File: config.mk
export PLATFORM = sky130hd
export DESIGN_NAME = sdram_port_arbiter
export DESIGN_NICKNAME = d
export VERILOG_FILES = /design/src/rtl/sdram_arb_pkg.sv /design/src/rtl/sdram_tag_fifo.sv /design/src/rtl/sdram_port_arbiter.sv
export SDC_FILE = /design/constraint.sdc
export NUM_CORES = 1
export LEC_CHECK = 0
export CORE_MARGIN = 1.5
export CORE_UTILIZATION = 60
export CTS_CLUSTER_SIZE = 16
export DETAILED_ROUTE_END_ITERATION = 10
export HOLD_SLACK_MARGIN = 0.1
export PLACE_DENSITY = 0.84
export RECOVER_POWER = 50
export SYNTH_ARGS = -nofsm -noshare
export SYNTH_HDL_FRONTEND = slang
export SYNTH_SLANG_ARGS = --single-unit
File: constraint.sdc
create_clock -name clk -period 14.2 [get_ports clk]
set_input_delay 1.42 -clock clk [delete_from_list [all_inputs] [get_ports clk]]
set_output_delay 1.42 -clock clk [all_outputs]
set_load 0.005 [all_outputs]
File: src/rtl/sdram_arb_pkg.sv
// Shared types and the round-robin pick helper for the EasySDRAM port arbiter.
package sdram_arb_pkg;

    localparam int ADDR_W    = 25;
    localparam int DATA_W    = 16;
    localparam int MASK_W    = 2;
    localparam int MAX_PORTS = 8;

    typedef struct packed {
        logic              isWrite;
        logic [MASK_W-1:0] writeMask;
        logic [ADDR_W-1:0] address;
        logic [DATA_W-1:0] writeData;
    } sdram_req_t;

    // One-hot grant of the first set bit of valid at or after ptr, wrapping at n-1.
    function automatic logic [MAX_PORTS-1:0] rr_pick(
        input logic [MAX_PORTS-1:0] valid,
        input logic [2:0]           ptr,
        input int                   n
    );
        logic [MAX_PORTS-1:0] grant;
        logic                 found;
        logic [2:0]           idx;
        grant = '0;
        found = 1'b0;
        for (int k = 0; k < MAX_PORTS; k++) begin
            idx = 3'((int'(ptr) + k) % n);
            if (k < n && !found && valid[idx]) begin
                grant[idx] = 1'b1;
                found      = 1'b1;
            end
        end
        return grant;
    endfunction

endpackage

File: src/rtl/sdram_tag_fifo.sv
// Show-ahead FIFO holding the port ID of every read in flight to the controller.
module sdram_tag_fifo #(
    parameter int DEPTH = 256,
    parameter int W     = 2,
    parameter int CNT_W = $clog2(DEPTH + 1)
) (
    input  logic             clk,
    input  logic             rst,
    input  logic             push,
    input  logic [W-1:0]     din,
    input  logic             pop,
    output logic [W-1:0]     dout,
    output logic             empty,
    output logic             full,
    output logic [CNT_W-1:0] count
);

    localparam int AW = (DEPTH > 1) ? $clog2(DEPTH) : 1;

    logic [W-1:0]     mem_q [DEPTH];
    logic [AW-1:0]    wr_ptr_q, wr_ptr_d;
    logic [AW-1:0]    rd_ptr_q, rd_ptr_d;
    logic [CNT_W-1:0] count_q, count_d;
    logic             do_push, do_pop;

    assign empty   = (count_q == '0);
    assign full    = (count_q == CNT_W'(DEPTH));
    assign count   = count_q;
    assign dout    = mem_q[rd_ptr_q];
    assign do_push = push & ~full;
    assign do_pop  = pop & ~empty;

    always_comb begin
        wr_ptr_d = wr_ptr_q;
        rd_ptr_d = rd_ptr_q;
        count_d  = count_q;
        if (do_push) begin
            wr_ptr_d = (wr_ptr_q == AW'(DEPTH - 1)) ? '0 : wr_ptr_q + AW'(1);
        end
        if (do_pop) begin
            rd_ptr_d = (rd_ptr_q == AW'(DEPTH - 1)) ? '0 : rd_ptr_q + AW'(1);
        end
        if (do_push && !do_pop) begin
            count_d = count_q + CNT_W'(1);
        end else if (do_pop && !do_push) begin
            count_d = count_q - CNT_W'(1);
        end
    end

    always_ff @(posedge clk) begin
        if (rst) begin
            wr_ptr_q <= '0;
            rd_ptr_q <= '0;
            count_q  <= '0;
        end else begin
            wr_ptr_q <= wr_ptr_d;
            rd_ptr_q <= rd_ptr_d;
            count_q  <= count_d;
        end
    end

    // Storage needs no reset: entries are only read once the count says they are valid.
    always_ff @(posedge clk) begin
        if (do_push) begin
            mem_q[wr_ptr_q] <= din;
        end
    end

endmodule

File: src/rtl/sdram_port_arbiter.sv
// Round-robin sharing of one EasySDRAM command FIFO between NUM_PORTS requesters,
// with in-order tag tracking to route read returns back to the issuing port.
module sdram_port_arbiter
    import sdram_arb_pkg::*;
#(
    parameter int NUM_PORTS = 4,
    parameter int TAG_DEPTH = 256,
    parameter int PORT_W    = $clog2(NUM_PORTS),
    parameter int CNT_W     = $clog2(TAG_DEPTH + 1)
) (
    input  logic                        clk,
    input  logic                        rst,
    input  logic [NUM_PORTS-1:0]        req_valid,
    output logic [NUM_PORTS-1:0]        req_ready,
    input  logic [NUM_PORTS-1:0]        req_isWrite,
    input  logic [NUM_PORTS*ADDR_W-1:0] req_address,
    input  logic [NUM_PORTS*MASK_W-1:0] req_writeMask,
    input  logic [NUM_PORTS*DATA_W-1:0] req_writeData,
    output logic [NUM_PORTS-1:0]        rsp_valid,
    output logic [ADDR_W-1:0]           rsp_addr,
    output logic [DATA_W-1:0]           rsp_data,
    output logic                        write,
    input  logic                        full,
    output logic                        isWrite,
    output logic [ADDR_W-1:0]           address,
    output logic [MASK_W-1:0]           writeMask,
    output logic [DATA_W-1:0]           writeData,
    input  logic                        readValid,
    input  logic [ADDR_W-1:0]           raddr,
    input  logic [DATA_W-1:0]           rdata,
    output logic [CNT_W-1:0]            outstanding,
    output logic                        tag_underflow,
    output logic                        bad_mask
);

    logic [PORT_W-1:0]    rr_ptr_q, rr_ptr_d;
    logic                 underflow_q, underflow_d;
    logic                 bad_mask_q, bad_mask_d;

    logic [NUM_PORTS-1:0] eligible;
    logic [MAX_PORTS-1:0] pick;
    logic [NUM_PORTS-1:0] grant;
    logic                 hs;
    logic [PORT_W-1:0]    win_idx;
    sdram_req_t           win;
    logic                 mask_ok;
    logic                 fwd_read;

    logic                 tag_push, tag_pop;
    logic [PORT_W-1:0]    tag_head;
    logic                 tag_empty, tag_full;
    logic [CNT_W-1:0]     tag_count;

    always_comb begin
        eligible = req_valid & ~{NUM_PORTS{full}} & (req_isWrite | ~{NUM_PORTS{tag_full}});
        pick     = rst ? '0 : rr_pick(MAX_PORTS'(eligible), 3'(rr_ptr_q), NUM_PORTS);
        grant    = pick[NUM_PORTS-1:0];
        hs       = |pick;
    end

    always_comb begin
        win_idx = '0;
        win     = '0;
        for (int i = 0; i < NUM_PORTS; i++) begin
            if (grant[i]) begin
                win_idx       = PORT_W'(i);
                win.isWrite   = req_isWrite[i];
                win.writeMask = req_writeMask[i*MASK_W +: MASK_W];
                win.address   = req_address[i*ADDR_W +: ADDR_W];
                win.writeData = req_writeData[i*DATA_W +: DATA_W];
            end
        end
    end

    // A maskless write is consumed from the port but never reaches the controller.
    assign mask_ok   = |win.writeMask;
    assign fwd_read  = hs & ~win.isWrite;
    assign write     = fwd_read | (hs & win.isWrite & mask_ok);
    assign req_ready = grant;
    assign isWrite   = win.isWrite;
    assign address   = win.address;
    assign writeMask = win.writeMask;
    assign writeData = win.writeData;

    assign tag_push = fwd_read;
    assign tag_pop  = readValid & ~tag_empty & ~rst;

    sdram_tag_fifo #(
        .DEPTH (TAG_DEPTH),
        .W     (PORT_W),
        .CNT_W (CNT_W)
    ) u_tag_fifo (
        .clk   (clk),
        .rst   (rst),
        .push  (tag_push),
        .din   (win_idx),
        .pop   (tag_pop),
        .dout  (tag_head),
        .empty (tag_empty),
        .full  (tag_full),
        .count (tag_count)
    );

    always_comb begin
        rsp_valid = '0;
        for (int i = 0; i < NUM_PORTS; i++) begin
            rsp_valid[i] = tag_pop && (tag_head == PORT_W'(i));
        end
    end

    assign rsp_addr      = raddr;
    assign rsp_data      = rdata;
    assign outstanding   = tag_count;
    assign tag_underflow = underflow_q;
    assign bad_mask      = bad_mask_q;

    always_comb begin
        rr_ptr_d    = rr_ptr_q;
        underflow_d = underflow_q | (readValid & tag_empty);
        bad_mask_d  = bad_mask_q | (hs & win.isWrite & ~mask_ok);
        if (hs) begin
            rr_ptr_d = (win_idx == PORT_W'(NUM_PORTS - 1)) ? '0 : win_idx + PORT_W'(1);
        end
    end

    always_ff @(posedge clk) begin
        if (rst) begin
            rr_ptr_q    <= '0;
            underflow_q <= 1'b0;
            bad_mask_q  <= 1'b0;
        end else begin
            rr_ptr_q    <= rr_ptr_d;
            underflow_q <= underflow_d;
            bad_mask_q  <= bad_mask_d;
        end
    end

endmodule

==> impl_metrics.json, run 1 <==
{
  "status": "finished with violations",
  "violations": "capacitance limit, slew limit",
  "hold_slack_ns": 0.472,
  "period_share": 0.711,
  "finalPower_mw": 5.55,
  "numCtsBuffers": 53,
  "nNetsFinal": 1978,
  "synth_edf_count": 512,
  "powerDensity_nw_per_um2": 193,
  "core_sq_um": 40700,
  "n_fill_cell": 2489,
  "maxSlewHeadroom": -2.12,
  "wirelength_mm": 63.3,
  "wl_per_cell_um": 27.4,
  "cp-end-kind": "register",
  "synth-xor-area-share": 0.00460,
  "die_h_um": 206,
  "synth_nets": 1808,
  "regToRegSetupSlack_ns": 4.51,
  "finClkSkew_ns": 0.0179,
  "leakage_nw": 8.93,
  "post-cts-setup-buffer-count": 0,
  "hold_depth": 2,
  "gp_congestion": 0.978,
  "grt_overflow_total": 0,
  "worstPathRequired_ns": 13.91,
  "setup_viol": 0,
  "first_pass_iters": 5,
  "syn_avg_cell_area_sq_um": 15.8,
  "die_x_um": 206,
  "clk_latency_ns": 0.60,
  "synth_top_area_frac": 0.622,
  "worst_slew_pin_slew_ns": 4.68,
  "initialDrtViolationCount": 1729,
  "synth_compound_area_frac": 0.0514,
  "seq_area_frac_synth": 0.652,
  "cts_htree_levels": 2,
  "muxShareOfSynthArea": 0.158,
  "antenna_found_initial": 1,
  "cts_hold_buf": 0,
  "drv_cap": 15,
  "vias": 15200,
  "cts_num_sinks": 549,
  "place_area_sq_um": 27200,
  "drive_gt1_frac": 0.158,
  "final_util": 0.706,
  "hold_end": "tag_underflow$_SDFF_PP0_",
  "cts_max_path_buffers": 3,
  "crit_arrival_ns": 9.80,
  "rsz0062_at_grt": "no",
  "hold_path.class": "register to register",
  "antenna_cells": 0,
  "track_usage": 0.304,
  "grt_pass1_vias": 15800,
  "syn_inst": 1562,
  "dp_hpwl_mm": 37.9,
  "fmax_mhz": 99.0,
  "hold_start": "tag_underflow$_SDFF_PP0_",
  "synth_top_flop_cell": "edfxtp_1",
  "cts_root_buf": "clkbuf_16",
  "criticalPathCategory": "input port to register",
  "synth-seq-cells": 549,
  "grt_pass1_wl_mm": 93.4,
  "crit_slowest_cell": "clkbuf_2",
  "yosys_warnings": 0,
  "num_rows": 74,
  "cp_cell_sequence": "dlygate4sd3_1 > nor2b_1 > a31oi_1 > a22oi_1 > o211ai_1 > o221a_2 > o21a_1 > and2_0 > nor2_1 > clkbuf_2",
  "port_buffers": 247,
  "synth_commonest_cells": "edfxtp_1 (512), nor2_1 (340), mux4_2 (171)",
  "finalCriticalPeriod_ns": 10.10,
  "drt-vias-per-instance": 6.58,
  "synth_cell_types": 68,
  "grt_max_degree": 257,
  "clk_pin_slew_ns": 0.07,
  "die-area_sq_um": 42400,
  "rr_startpoint": "u_tag_fifo.count[0]$_SDFFE_PP0P_",
  "synth_area_leaders": "edfxtp_1 (62%), mux4_2 (16%), nor2_1 (5.2%), dfxtp_1 (3.0%), a221oi_1 (1.5%)",
  "async_reset_ff_frac": 0,
  "r2r_end": "u_tag_fifo.mem_q[166][1]$_DFFE_PP_",
  "synthAdderAreaFrac": 0.0109,
  "synth.largest_area_cell": "edfxtp_1",
  "cts_tree": "built",
  "rr_worst_depth": 9,
  "cts_resized": 0,
  "max_stage_delay_ns": 3.40,
  "critPathTopFamily": "buffers and inverters",
  "netlist_area_sq_um": 24700,
  "yosysMostFrequentCell": "edfxtp_1",
  "finalSetupTns_ns": 0,
  "peakVddDrop_v": 0.000232,
  "syn_to_final_growth_pct": 16.2,
  "yosys.area_share.simple": 0.0881,
  "cp_max_fo": 256,
  "ioPinCount": 330,
  "design_area_sq_um": 28700,
  "start_util": 0.607,
  "ant_nets": 0,
  "worstSetupStartpointType": "input port",
  "hold_viol": 0,
  "crit_buf_inv": 2,
  "report.final.slew_viol_count": 531,
  "synth_top_family_by_area": "multiplexers",
  "drc_errors": 0
}
==> cells by family after synthesis <==
group	count (synthesis)
adders and majority gates	21
xor gates and xnor gates	13
AOI/OAI and AO/OA	170
DFF	549
muxes	177
buffers and inverters	172
and+or+nand+nor	460
==> worst reg2reg max path, delay by kind of cell, from the launching register on <==
| family | cells | cell delay, ns |
|---|---|---|
| AOI/OAI and AO/OA | 5 | 1.70 |
| and+or+nand+nor | 3 | 3.01 |
| DFF | 1 | 0.40 |
| buffers and inverters | 1 | 3.40 |
==> worst max-delay path by stage <==
| stage | start | to | depth (start not counted) |
|---|---|---|---|
| 2_1_floorplan | req_isWrite[0] | write | 11 |
| 3_3_place_gp | req_isWrite[1] | u_tag_fifo.count[8]$_SDFFE_PP0P_ | 22 |
| 3_5_place_dp | req_isWrite[1] | u_tag_fifo.count[8]$_SDFFE_PP0P_ | 22 |
| 4_1_cts | register | rsp_valid[1] | 8 |
| 5_1_grt | req_isWrite[1] | u_tag_fifo.mem_q[227][1]$_DFFE_PP_ | 10 |
| 6_report | req_isWrite[1] | u_tag_fifo.mem_q[166][1]$_DFFE_PP_ | 10 |
==> flip-flops by register name (all words and copies together), names as in the netlist, named ones only <==
signal               count
u_tag_fifo.mem_q       512
u_tag_fifo.count         9
u_tag_fifo.rd_ptr_q      8
u_tag_fifo.wr_ptr_q      8
rr_ptr_q                 2
bad_mask                 1
tag_underflow            1
==> layout make-up <==
type	count	area, sq um	area share
multi-input cells	841	7530	0.262
clock inverters	28	318	0.0111
flip-flops and latches	549	16100	0.561
well taps	532	666	0.0232
inverters	26	97.6	0.00340
clock buffers	70	1440	0.0501
repair buffers	261	2570	0.0893
==> placed cells by master, fill, tap and decap left out, types with 7 or more instances in the layout <==
cell type	instances
edfxtp_1	512
inv_1	26
o21ai_0	11
dfxtp_1	34
xor2_1	7
a21oi_1	19
nor3_1	7
clkinv_2	8
nand2_1	35
nand3_1	17
nand4_1	19
o22ai_1	44
ha_1	20
clkbuf_16	54
mux4_2	171
a221oi_1	43
clkdlybuf4s50_1	234
buf_4	11
dlygate4sd3_1	13
a31oi_1	8
clkbuf_1	15
nor2_1	340
nor2b_1	9
==> layer usage <==
metal  vias up  wire length (um)  GRT usage
li1       6436                 -          -
met1      7655             22700      0.371
met2       949             32400      0.529
met3       142              5740     0.0646
met4         2              2430      0.121
met5         -                13          0
==> report_power, final <==
group / internal, mW / switching, mW
registers: 2.15 / 0.0610
logic: 0.834 / 1.07
clock network: 0.827 / 0.604
total: 3.81 / 1.74
==> metrics by stage <==
stage | setup WS (ns) | instances
2_1_floorplan | 4.94 | 1562
3_3_place_gp | 6.92 | 2209
3_5_place_dp | 6.72 | 2209
4_1_cts | 6.47 | 2307
5_1_grt | 3.65 | 2307
6_report | 4.10 | 2307
(Power assumes the default switching activity.)
==> run 2, diff against run 1 <==
--- a/config.mk
+++ b/config.mk
@@ -6,11 +6,11 @@
 export NUM_CORES = 1
 export LEC_CHECK = 0
 export CORE_MARGIN = 1.5
-export CORE_UTILIZATION = 60
+export CORE_UTILIZATION = 50
 export CTS_CLUSTER_SIZE = 16
 export DETAILED_ROUTE_END_ITERATION = 10
 export HOLD_SLACK_MARGIN = 0.1
-export PLACE_DENSITY = 0.84
+export PLACE_DENSITY = 0.74
 export RECOVER_POWER = 50
 export SYNTH_ARGS = -nofsm -noshare
 export SYNTH_HDL_FRONTEND = slang
==> constraint.sdc (replaced) <==
create_clock -name clk -period 8.5 [get_ports clk]
set_input_delay 0.85 -clock clk [delete_from_list [all_inputs] [get_ports clk]]
set_output_delay 0.85 -clock clk [all_outputs]
set_load 0.005 [all_outputs]
==> run 2 against run 1 <==
Effect of this change: the flow still finishes with violations (capacitance limit, slew limit); non-clock buffer count rose by 1; global-route usage fell by 6.0 points; register-to-register slack got worse by 3.1 ns; worst hold slack improved by 0.019 ns; clock power rose by 59%; sequential cell count did not move; final cell count rose by 5.5%; critical endpoint is now writeData[14]; largest power group unchanged.
==> impl_metrics.json, run 2 (synthesized netlist as in run 1, its figures left out) <==
{
  "antenna_found_initial": 0,
  "grt_overflow_total": 0,
  "criticalPathCategory": "register to output pin",
  "final_cell_mix": "edfxtp_1 (512), nor2_1 (339), clkdlybuf4s50_1 (235)",
  "report.final.slew_viol_count": 84,
  "cts_hold_buf": 0,
  "dp_slack_ns": 1.82,
  "design_area_sq_um": 29100,
  "fmax_mhz": 137,
  "multi_input_area_sq_um": 7760,
  "nNetsFinal": 1980,
  "setup_viol": 0,
  "status": "finished with violations",
  "top_register": "u_tag_fifo.mem_q",
  "gp_congestion": 0.945,
  "hold_viol": 0,
  "cts_num_sinks": 549,
  "largest_reg_flops": 512,
  "hold_start": "bad_mask$_SDFF_PP0_",
  "finClkSkew_ns": 0.0258,
  "grt_pass1_vias": 15400,
  "drc_errors": 0,
  "start_util": 0.506,
  "leakage_nw": 8.91,
  "finalSetupTns_ns": 0,
  "powerDensity_nw_per_um2": 314,
  "peakVddDrop_v": 0.000324,
  "cp-end-kind": "output pin",
  "die_x_um": 225,
  "first_pass_iters": 5,
  "period_share": 0.858,
  "crit_arrival_ns": 6.44,
  "hold_depth": 1,
  "num_rows": 81,
  "cts_max_path_buffers": 3,
  "drv_cap": 2,
  "place_area_sq_um": 27400,
  "numCtsBuffers": 54,
  "cp_max_fo": 40,
  "grt_pass1_wl_mm": 91.6,
  "cts_tree": "built",
  "hold_end": "bad_mask$_SDFF_PP0_",
  "wirelength_mm": 60.8,
  "rsz0062_at_grt": "no",
  "port_buffers": 247,
  "worst_slack_ns": 1.21,
  "finalPower_mw": 9.12,
  "die_h_um": 225,
  "worstSetupStartpointType": "register",
  "cts_root_buf": "clkbuf_16",
  "worst_slew_pin_slew_ns": 2.00,
  "violations": "capacitance limit, slew limit",
  "hold_path.class": "register to register",
  "core_sq_um": 48800,
  "dp_hpwl_mm": 37.4,
  "track_usage": 0.244,
  "worstPathRequired_ns": 7.65,
  "cts_resized": 0,
  "die-area_sq_um": 50800,
  "rr_worst_depth": 22,
  "register_area_sq_um": 16100,
  "initialDrtViolationCount": 1519,
  "clk_latency_ns": 0.60,
  "clk_pin_slew_ns": 0.07,
  "final_common_cell": "edfxtp_1",
  "maxSlewHeadroom": -0.337,
  "regToRegSetupSlack_ns": 1.39,
  "post-cts-setup-buffer-count": 0,
  "ioPinCount": 330,
  "syn_to_final_growth_pct": 17.6,
  "vias": 14800,
  "rr_startpoint": "u_tag_fifo.count[0]$_SDFFE_PP0P_",
  "antenna_cells": 0,
  "cts_htree_levels": 2,
  "drive_gt1_frac": 0.164,
  "grt_max_degree": 236,
  "ant_nets": 0,
  "r2r_end": "u_tag_fifo.count[8]$_SDFFE_PP0P_",
  "wl_per_cell_um": 25.0,
  "n_fill_cell": 3679,
  "drt-vias-per-instance": 6.09,
  "finalCriticalPeriod_ns": 7.29
}
==> run 2: changes by cell type in the layout (fill, tap and decap cells not counted), sizes merged <==
cell | previous run | this run
clkinv | 17 | 18
bufinv | 6 | 4
clkdlybuf4s50 | 234 | 235
clkbuf | 73 | 71
buf | 11 | 12
inv | 29 | 27
dlygate4sd3 | 13 | 12
==> run 2: metal layers <==
metal	wire length (um)	global-route usage
met5	0	0
met4	1720	0.0792
met3	4360	0.0490
met2	30400	0.410
met1	24300	0.320
==> run 2: through the flow <==
| stage | utilization | std cells | hold slack [ns] |
|---|---|---|---|
| floorplan | - | 1562 | 0.460 |
| global placement | 0.562 | 2342 | 0.456 |
| detailed placement | 0.562 | 2342 | 0.470 |
| CTS | 0.596 | 2435 | 0.494 |
| global route | 0.595 | 2435 | 0.514 |
| finish | 0.595 | 2435 | 0.490 |
==> run 2: critical path, cell delays in order, from the launching register on <==
cell and delay, ns:
dfxtp_1 0.39, nor4_1 1.08, a31oi_1 0.39, a22oi_1 0.54
o211ai_1 0.33, o221a_2 0.38, o21a_1 0.26, and2_0 0.27
nor2_4 0.79, clkbuf_1 0.61, a221oi_1 0.14, nor2_1 0.14
clkdlybuf4s50_1 0.51
==> run 2: how the worst max path moves through the flow <==
stage                                                start                               end  slack, ns  depth (start not counted)
final                     u_tag_fifo.count[0]$_SDFFE_PP0P_                     writeData[14]       1.21                         12
after CTS                 u_tag_fifo.count[0]$_SDFFE_PP0P_                      writeData[7]       1.97                         12
after detailed placement                    req_isWrite[1]  u_tag_fifo.count[8]$_SDFFE_PP0P_       1.82                         23
after global routing      u_tag_fifo.count[0]$_SDFFE_PP0P_                      writeData[7]       0.75                         12
after floorplan                             req_isWrite[0]                             write       0.38                         11
after global placement                      req_isWrite[1]  u_tag_fifo.count[8]$_SDFFE_PP0P_       2.02                         23
==> run 2: final cells by class <==
cell class	instances	area share
multi-input cells	841	0.267
inverters	26	0.00336
well taps	664	0.0286
repair buffers	262	0.0898
flip-flops and latches	549	0.555
clock buffers	68	0.0490
clock inverters	25	0.00800
==> run 2: power by group <==
group / leakage (nW) / internal (mW) / switching, mW
Sequential: 5.01 / 3.52 / 0.0822
Combinational: 3.10 / 1.42 / 1.83
Clock: 0.805 / 1.30 / 0.974
Total: 8.91 / 6.24 / 2.89
==> run 3, diff against run 2 <==
--- a/config.mk
+++ b/config.mk
@@ -7,7 +7,7 @@
 export LEC_CHECK = 0
 export CORE_MARGIN = 1.5
 export CORE_UTILIZATION = 50
-export CTS_CLUSTER_SIZE = 16
+export CTS_CLUSTER_SIZE = 14
 export DETAILED_ROUTE_END_ITERATION = 10
 export HOLD_SLACK_MARGIN = 0.1
 export PLACE_DENSITY = 0.74
==> results of run 3 <==
Final layout, timing and power as in run 2 (identical DEF).
